**src/rtl/aes_sbox_arbiter.sv**
```systemverilog
// Shared AES S-box plus a round-robin arbiter that serialises key-schedule SubWord and
// round SubBytes requests through it, one byte per clock.

module aes_sbox #(
    parameter string IMPL = "LUT"
) (
    input  logic [7:0] din,
    output logic [7:0] dout
);

    function automatic logic [7:0] xtime(input logic [7:0] a);
        return {a[6:0], 1'b0} ^ (a[7] ? 8'h1b : 8'h00);
    endfunction

    function automatic logic [7:0] gf_mul(input logic [7:0] a, input logic [7:0] b);
        logic [7:0] p;
        logic [7:0] aa;
        p  = 8'h00;
        aa = a;
        for (int i = 0; i < 8; i++) begin
            if (b[i]) p = p ^ aa;
            aa = xtime(aa);
        end
        return p;
    endfunction

    // Inverse as x^254 (square-and-multiply), then the AES affine transform.
    function automatic logic [7:0] sbox_logic(input logic [7:0] x);
        logic [7:0] sq;
        logic [7:0] inv;
        sq  = x;
        inv = 8'h01;
        for (int i = 0; i < 7; i++) begin
            sq  = gf_mul(sq, sq);
            inv = gf_mul(inv, sq);
        end
        if (x == 8'h00) inv = 8'h00;
        return inv ^ {inv[6:0], inv[7]} ^ {inv[5:0], inv[7:6]} ^ {inv[4:0], inv[7:5]}
                   ^ {inv[3:0], inv[7:4]} ^ 8'h63;
    endfunction

    generate
        if (IMPL == "LOGIC") begin : g_logic
            assign dout = sbox_logic(din);
        end else begin : g_lut
            // Entry 0 sits in the most significant byte.
            localparam logic [2047:0] SboxTable = {
                128'h637c777bf26b6fc53001672bfed7ab76,
                128'hca82c97dfa5947f0add4a2af9ca472c0,
                128'hb7fd9326363ff7cc34a5e5f171d83115,
                128'h04c723c31896059a071280e2eb27b275,
                128'h09832c1a1b6e5aa0523bd6b329e32f84,
                128'h53d100ed20fcb15b6acbbe394a4c58cf,
                128'hd0efaafb434d338545f9027f503c9fa8,
                128'h51a3408f929d38f5bcb6da2110fff3d2,
                128'hcd0c13ec5f974417c4a77e3d645d1973,
                128'h60814fdc222a908846eeb814de5e0bdb,
                128'he0323a0a4906245cc2d3ac629195e479,
                128'he7c8376d8dd54ea96c56f4ea657aae08,
                128'hba78252e1ca6b4c6e8dd741f4bbd8b8a,
                128'h703eb5664803f60e613557b986c11d9e,
                128'he1f8981169d98e949b1e87e9ce5528df,
                128'h8ca1890dbfe6426841992d0fb054bb16
            };
            logic [10:0] idx;
            assign idx  = {~din, 3'b000};
            assign dout = SboxTable[idx +: 8];
        end
    endgenerate

endmodule

module aes_sbox_arbiter #(
    parameter string IMPL = "LUT"
) (
    input  logic         clk,
    input  logic         rst_n,
    input  logic         ks_req_valid,
    output logic         ks_req_ready,
    input  logic [31:0]  ks_req_word,
    output logic         ks_rsp_valid,
    output logic [31:0]  ks_rsp_word,
    input  logic         rd_req_valid,
    output logic         rd_req_ready,
    input  logic [127:0] rd_req_state,
    output logic         rd_rsp_valid,
    output logic [127:0] rd_rsp_state,
    output logic         busy
);

    typedef enum logic [2:0] {
        StIdle,
        StBusyKs,
        StBusyRd,
        StDoneKs,
        StDoneRd
    } state_e;

    state_e         state_q, state_d;
    logic [3:0]     cnt_q, cnt_d;
    logic [127:0]   operand_q, operand_d;
    logic [127:0]   result_q, result_d;
    logic           last_ks_q, last_ks_d;
    logic [31:0]    ks_word_q, ks_word_d;
    logic [127:0]   rd_state_q, rd_state_d;
    logic [6:0]     bit_idx;
    logic [7:0]     sbox_in;
    logic [7:0]     sbox_out;

    assign bit_idx = {cnt_q, 3'b000};
    assign sbox_in = operand_q[bit_idx +: 8];

    aes_sbox #(
        .IMPL (IMPL)
    ) u_sbox (
        .din  (sbox_in),
        .dout (sbox_out)
    );

    always_comb begin
        state_d      = state_q;
        cnt_d        = cnt_q;
        operand_d    = operand_q;
        result_d     = result_q;
        last_ks_d    = last_ks_q;
        ks_word_d    = ks_word_q;
        rd_state_d   = rd_state_q;
        ks_req_ready = 1'b0;
        rd_req_ready = 1'b0;
        ks_rsp_valid = 1'b0;
        rd_rsp_valid = 1'b0;

        case (state_q)
            StIdle: begin
                // On a tie, whoever was not served last wins.
                ks_req_ready = !rd_req_valid || !last_ks_q;
                rd_req_ready = !ks_req_valid || last_ks_q;
                if (ks_req_valid && ks_req_ready) begin
                    operand_d = {96'b0, ks_req_word};
                    result_d  = '0;
                    cnt_d     = 4'd0;
                    last_ks_d = 1'b1;
                    state_d   = StBusyKs;
                end else if (rd_req_valid && rd_req_ready) begin
                    operand_d = rd_req_state;
                    result_d  = '0;
                    cnt_d     = 4'd0;
                    last_ks_d = 1'b0;
                    state_d   = StBusyRd;
                end
            end
            StBusyKs: begin
                result_d[bit_idx +: 8] = sbox_out;
                cnt_d = cnt_q + 4'd1;
                if (cnt_q == 4'd3) begin
                    ks_word_d = result_d[31:0];
                    state_d   = StDoneKs;
                end
            end
            StBusyRd: begin
                result_d[bit_idx +: 8] = sbox_out;
                cnt_d = cnt_q + 4'd1;
                if (cnt_q == 4'd15) begin
                    rd_state_d = result_d;
                    state_d    = StDoneRd;
                end
            end
            StDoneKs: begin
                ks_rsp_valid = 1'b1;
                state_d      = StIdle;
            end
            StDoneRd: begin
                rd_rsp_valid = 1'b1;
                state_d      = StIdle;
            end
            default: state_d = StIdle;
        endcase
    end

    always_ff @(posedge clk or negedge rst_n) begin
        if (!rst_n) begin
            state_q    <= StIdle;
            cnt_q      <= 4'd0;
            operand_q  <= '0;
            result_q   <= '0;
            last_ks_q  <= 1'b0;
            ks_word_q  <= '0;
            rd_state_q <= '0;
        end else begin
            state_q    <= state_d;
            cnt_q      <= cnt_d;
            operand_q  <= operand_d;
            result_q   <= result_d;
            last_ks_q  <= last_ks_d;
            ks_word_q  <= ks_word_d;
            rd_state_q <= rd_state_d;
        end
    end

    assign ks_rsp_word  = ks_word_q;
    assign rd_rsp_state = rd_state_q;
    assign busy         = (state_q != StIdle);

endmodule

```
**config.mk**
```make
export PLATFORM = sky130hd
export DESIGN_NAME = aes_sbox_arbiter
export DESIGN_NICKNAME = d
export VERILOG_FILES = /design/src/rtl/aes_sbox_arbiter.sv
export SDC_FILE = /design/constraint.sdc
export NUM_CORES = 1
export LEC_CHECK = 0
export BUFFER_PORTS_ARGS = -buffer_cell sky130_fd_sc_hd__buf_2
export CORE_ASPECT_RATIO = 1.1
export CORE_MARGIN = 4
export CORE_UTILIZATION = 50
export CTS_CLUSTER_SIZE = 14
export DETAILED_ROUTE_END_ITERATION = 10
export PLACE_DENSITY = 0.71
export SKIP_LAST_GASP = 1
export SYNTH_ARGS = -nofsm -noshare
export SYNTH_HDL_FRONTEND = slang
export SYNTH_SLANG_ARGS = --single-unit
export TNS_END_PERCENT = 10
```
**constraint.sdc**
```tcl
create_clock -name clk -period 5.9 [get_ports clk]
set_clock_uncertainty 0.1 [all_clocks]
set_input_delay 1.18 -clock clk [delete_from_list [all_inputs] [get_ports clk]]
set_output_delay 1.18 -clock clk [all_outputs]
set_load 0.01 [all_outputs]
```
Word level (Yosys, flattened, before mapping). Cells that the tools add are included.

Register bits: 424. Bits of input ports: 164. Output and inout bits: 165. Word-level logic and storage cells: 60.

Add/sub/neg operators: 2. Eq/ne operators: 9. Shift-type cells: 4. Multiplexer cells: 20. Bitwise operators: 1. Reduce and logical (&&, ||, !) cells: 17.

Operators with widths (number): 2048-bit by 12-bit indexed part select with 8-bit output (first input constant) (1); 128-bit 2-to-1 mux (4); 128-bit case mux with 2 select lines (1); 128-bit bitwise mux (1); 8-bit by 9-bit variable shift with 128-bit output (first input constant) (1); 128-bit by 8-bit indexed part select with 8-bit output (1); 8-bit by 9-bit indexed part select with 128-bit output (1); 3-bit 2-to-1 mux (4); 7-bit negation with 9-bit output (1); 3-bit case mux with 3 select lines (1); 4-bit 2-to-1 mux (2); 8-bit NOT (1); 4-bit case mux with 2 select lines (1); 2-bit AND reduction (4); 3-bit by 2-bit equality test with 1-bit output (second input constant) (2); 1-bit 2-to-1 mux (6); 4-bit by 1-bit adder with 4-bit output (second input constant) (1); 4-bit by 2-bit equality test with 1-bit output (second input constant) (1); 4-bit equality test (second input constant) (1); 2-bit inequality test (second input constant) (2); 2-bit nonzero test (2); 3-bit by 1-bit equality test with 1-bit output (second input constant) (1); 3-bit equality test (second input constant) (1); 1-bit zero test (3); other kinds (7) (9).

Logic depth before layout (Yosys ltp).
Word-level depth: 6. Depth in mapped cells: 20. Depth with buffers taken out: 14.

Cells and area by module. From an unflattened synthesis, not the netlist that was laid out.

Cells, all modules: 2304. Area, all modules: 22220.1 um^2.

By module, submodules not included: aes_sbox_arbiter (times used 1, cells an instance 1754, area each 18686.7 um^2); aes_sbox (times used 1, cells an instance 550, area each 3533.4 um^2).

Worst setup path before layout. Ideal clock, no wire load.

Path type: register to register. From: register cnt_q[1]. To: register ks_word_q[5] (netlist: ks_rsp_word[5]). Data arrival time: 4381 ps. Slack: 1301 ps. Stages on the path, launching flop included: 19. Buffers on the path: 6. Cells stage by stage: dfrtp_1 buf_4 buf_4 mux4_2 mux2i_1 mux2_2 inv_1 buf_2 ha_1 clkbuf_1 clkbuf_1 a21oi_1 nand2_1 a221oi_1 o32ai_1 a222oi_1 buf_2 a21oi_1 a21o_1.

Longest elaborated chain between the ends: 5. Elaborated cells on any way between the ends: 9. Those cells by class: add/sub (1); eq/ne (1); shift (4); mux (1); bitwise (1); reduce/logical (1).

RTL lines: from (decl) (RTL line 100) `logic [3:0] cnt_q, cnt_d;`; from (signal assigned) (RTL line 191) `cnt_q <= cnt_d;`; 128-bit by 8-bit indexed part select with 8-bit output (RTL line 111) `assign sbox_in = operand_q[bit_idx +: 8];`; 8-bit NOT (RTL line 66) `assign idx = {~din, 3'b000};`; 2048-bit by 12-bit indexed part select with 8-bit output (RTL line 67) `assign dout = SboxTable[idx +: 8];`; 8-bit by 9-bit indexed part select with 128-bit output (RTL line 153) `result_d[bit_idx +: 8] = sbox_out;`; 128-bit bitwise mux (RTL line 153); to (signal assigned) (RTL line 195) `ks_word_q <= ks_word_d;`; to (decl) (RTL line 104) `logic [31:0] ks_word_q, ks_word_d;`.

Parallel ways exist; a longest one is shown, timed or not. A chain may end at the register's enable or synchronous reset.

Worst setup path in the final report.
From: register cnt_q[1]. To: register ks_word_q[16] (netlist: ks_rsp_word[16]).

The elaborated chain is that of the path after synthesis.

==> impl_results.md <==
* Vias in the first global route at 20400
* Critical path's most frequent cell: mux2i_1
* M3 GR Usage at 6.86%
* Vias per std cell at 6.24
* Layout cells sized above 1 at 20.7%
* TritonCTS Buffers at 43
* Syn Area/Cell at 8.81 um^2
* First-pass GRT wire length at 124000 um
* Die area at 0.0470 mm^2
* Min Clock Period, post-route at 5.11 ns
* Post-route core utilization at 60.5%
* Via Count at 20900
* Tot GR Track Use at 33.7%
* Met2 Use GR at 54.7%
* HP Class: reg -> reg
* Post-Syn Instances at 2473
* Area delta synth->final at 18.5%
* Clock Root Buffer: clkbuf_16
* RSZ-0062 raised after global routing: false
* TNS Setup at 0 ns
* H-tree levels at 2
* Worst setup SP type: flip-flop
* DP HPWL at 58400 um
* Critical Path, Cell by Cell: mux4_2, mux2i_1, mux2_2, inv_1, ha_1, inv_1, mux2i_1, mux2i_1, o221a_2, a21oi_1, o211ai_1, a211oi_4, buf_12, o311ai_0, o21a_1
* Count of cell types in the netlist at 74
* Routed Antenna Nets at 0
* Cell row count at 79
* Nets at 2930
* GRT met1 Usage at 46.4%
* Final wirelength at 82100 um
* Core ar. at 0.0427 mm^2
* Status: finished clean
* Antenna cells at 0
* DRC Markers at 0
* Slew Limit Fails at 0
* Die Y at 227 um
* Post-cts resize count at 0
* Final WS setup at 0.786 ns
* Sequential area share after synthesis at 48.7%
* Final worst-path cycle share at 86.7%
* Final hold violations at 0
* Die width at 207 um
* YS warnings at 0
* Final setup fails at 0
* IO buf count at 328
* 1st-iter DRT viols at 2404
* Worst-Margin Slew at 1.17 ns
* GR peak layer: met2
* Slowest CP cell: dfrtp_2
* Max Freq at 0.196 GHz
* Clk_lat worst skew at 0.58 ns
* Post-synth EDFFs at 0
* CP Capture Type: flip-flop
* Pre-CTS setup slack at 0.882 ns
* Worst-path clk slew at 0.07 ns
* Setup repair bufs after CTS at 0
* Synthesized area at 0.0218 mm^2
* Hold buffer count at cts at 0
* Initial Utilization at 51.0%
* DR WL/cell at 24.6 um
* Fin Hold WS at 0.363 ns
* Yosys reg bits at 424
* CP max stage delay at 0.71 ns
* Worst EP arrival at 5.54 ns
* Mapped Nets at 2656
* Initial antenna violation count at 0
* Most used DFF post-synth: dfrtp_1
* Bufs on Longest Clock Path at 3
* TritonRoute pass-1 iters at 6
* Max-cap check violation count at 0
* Relative slew slack at 21.7%
* Ports at 329
* Async SR Flop Fraction at 100%
* Maximum number of pins on one net before global-route repair at 177
* CTS tree: yes
* Critical path class: reg -> reg
* Crit-path max FO at 17
* Clock sink count at 424
* WP data required at 6.32 ns
* Congestion Overflow GR at 0
* GP Congestion at 0.992
[layout by cell type, fill, tap and decap left out, types with 31 or more instances in the layout]
| cell | count |
|---|---|
| mux4_2 | 31 |
| o21ai_0 | 261 |
| a21oi_1 | 150 |
| nand2_1 | 603 |
| mux2i_1 | 72 |
| nand2b_1 | 39 |
| clkbuf_16 | 43 |
| buf_4 | 89 |
| nand3_1 | 170 |
| nor2_1 | 140 |
| dfrtp_1 | 421 |
| buf_2 | 327 |
[cell families (layout without fill, tap and decap cells)]
logic type                 after synthesis  after routing  share of synthesized area, %
and+or+nand+nor                       1016           1016                          19.6
adders and majority gates               19             19                          1.09
muxes                                  118            118                          7.41
xor gates and xnor gates                 7              7                         0.281
DFF                                    424            424                          48.7
AOI/OAI and AO/OA                      663            663                          18.7
buffers and inverters                  226            528                          4.15
[through the flow]
stage	cell area [um^2]	std cells
3_3_place_gp	24500	3269
4_1_cts	25800	3342
6_report	25800	3342
5_1_grt	25800	3342
2_1_floorplan	21800	2473
3_5_place_dp	24500	3269
[state kept, by name, summed over array words and instances, names as in the netlist]
| name | flops |
|---|---|
| result_q | 128 |
| last_ks_q | 1 |
| state_q | 3 |
| ks_rsp_word | 32 |
| rd_rsp_state | 128 |
| operand_q | 128 |
| cnt_q | 4 |
[critical path, delay by kind of cell (launching register included)]
kind                       cells  cell delay (ns)
buffers and inverters          3             0.73
AOI/OAI and AO/OA              6             1.18
muxes                          5             1.93
DFF                            1             0.71
adders and majority gates      1             0.37
[metal layers]
layer / share of wire (%) / vias to the layer above
li1: - / 9230
met1: 40 / 10300
met2: 47 / 1118
met3: 9.0 / 173
met4: 3.4 / 0
met5: 0 / -
[final timing paths]
kind / startpoint / end / slack, ns / cells past startpoint
max in group asynchronous: rst_n / cnt_q[1] / 3.87 / 2
max: cnt_q[1] / ks_rsp_word[16] / 0.79 / 15
max reg2reg: cnt_q[1] / ks_rsp_word[16] / 0.79 / 15
min in group asynchronous: rst_n / operand_q[55] / 0.48 / 1
min reg2reg: rd_rsp_state[48] / rd_rsp_state[48] / 0.36 / 2
min: rd_rsp_state[48] / rd_rsp_state[48] / 0.36 / 2
[final cells by class]
type | instances | area (um^2)
timing repair buffer | 435 | 2680
tap | 567 | 709
fill | 3747 | 16900
clock buffer | 59 | 1200
sequential | 424 | 10600
clock inverter | 14 | 168
inverter | 20 | 75.1
multi-input combinational | 1823 | 10400
[cells in the mapped netlist, drive strengths merged, types with 17 or more instances]
| master | count | area, um^2 |
|---|---|---|
| a21oi | 150 | 751 |
| a22oi | 21 | 158 |
| o21a | 17 | 128 |
| nor3 | 17 | 85.1 |
| a31oi | 29 | 181 |
| nor2 | 142 | 536 |
| buf | 57 | 270 |
| nand2b | 39 | 244 |
| dfrtp | 424 | 10600 |
| mux2i | 76 | 793 |
| o311ai | 25 | 219 |
| ha | 19 | 238 |
| clkbuf | 149 | 559 |
| mux4 | 31 | 698 |
| a21o | 19 | 143 |
| nand3 | 171 | 856 |
| o21ai | 265 | 1330 |
| o211ai | 21 | 158 |
| inv | 20 | 75.1 |
| a211oi | 19 | 155 |
| nand2 | 603 | 2260 |
Power is left out: the tool's default activity adds up to more than one toggle a clock period on the data nets, which glitch-free logic cannot reach.
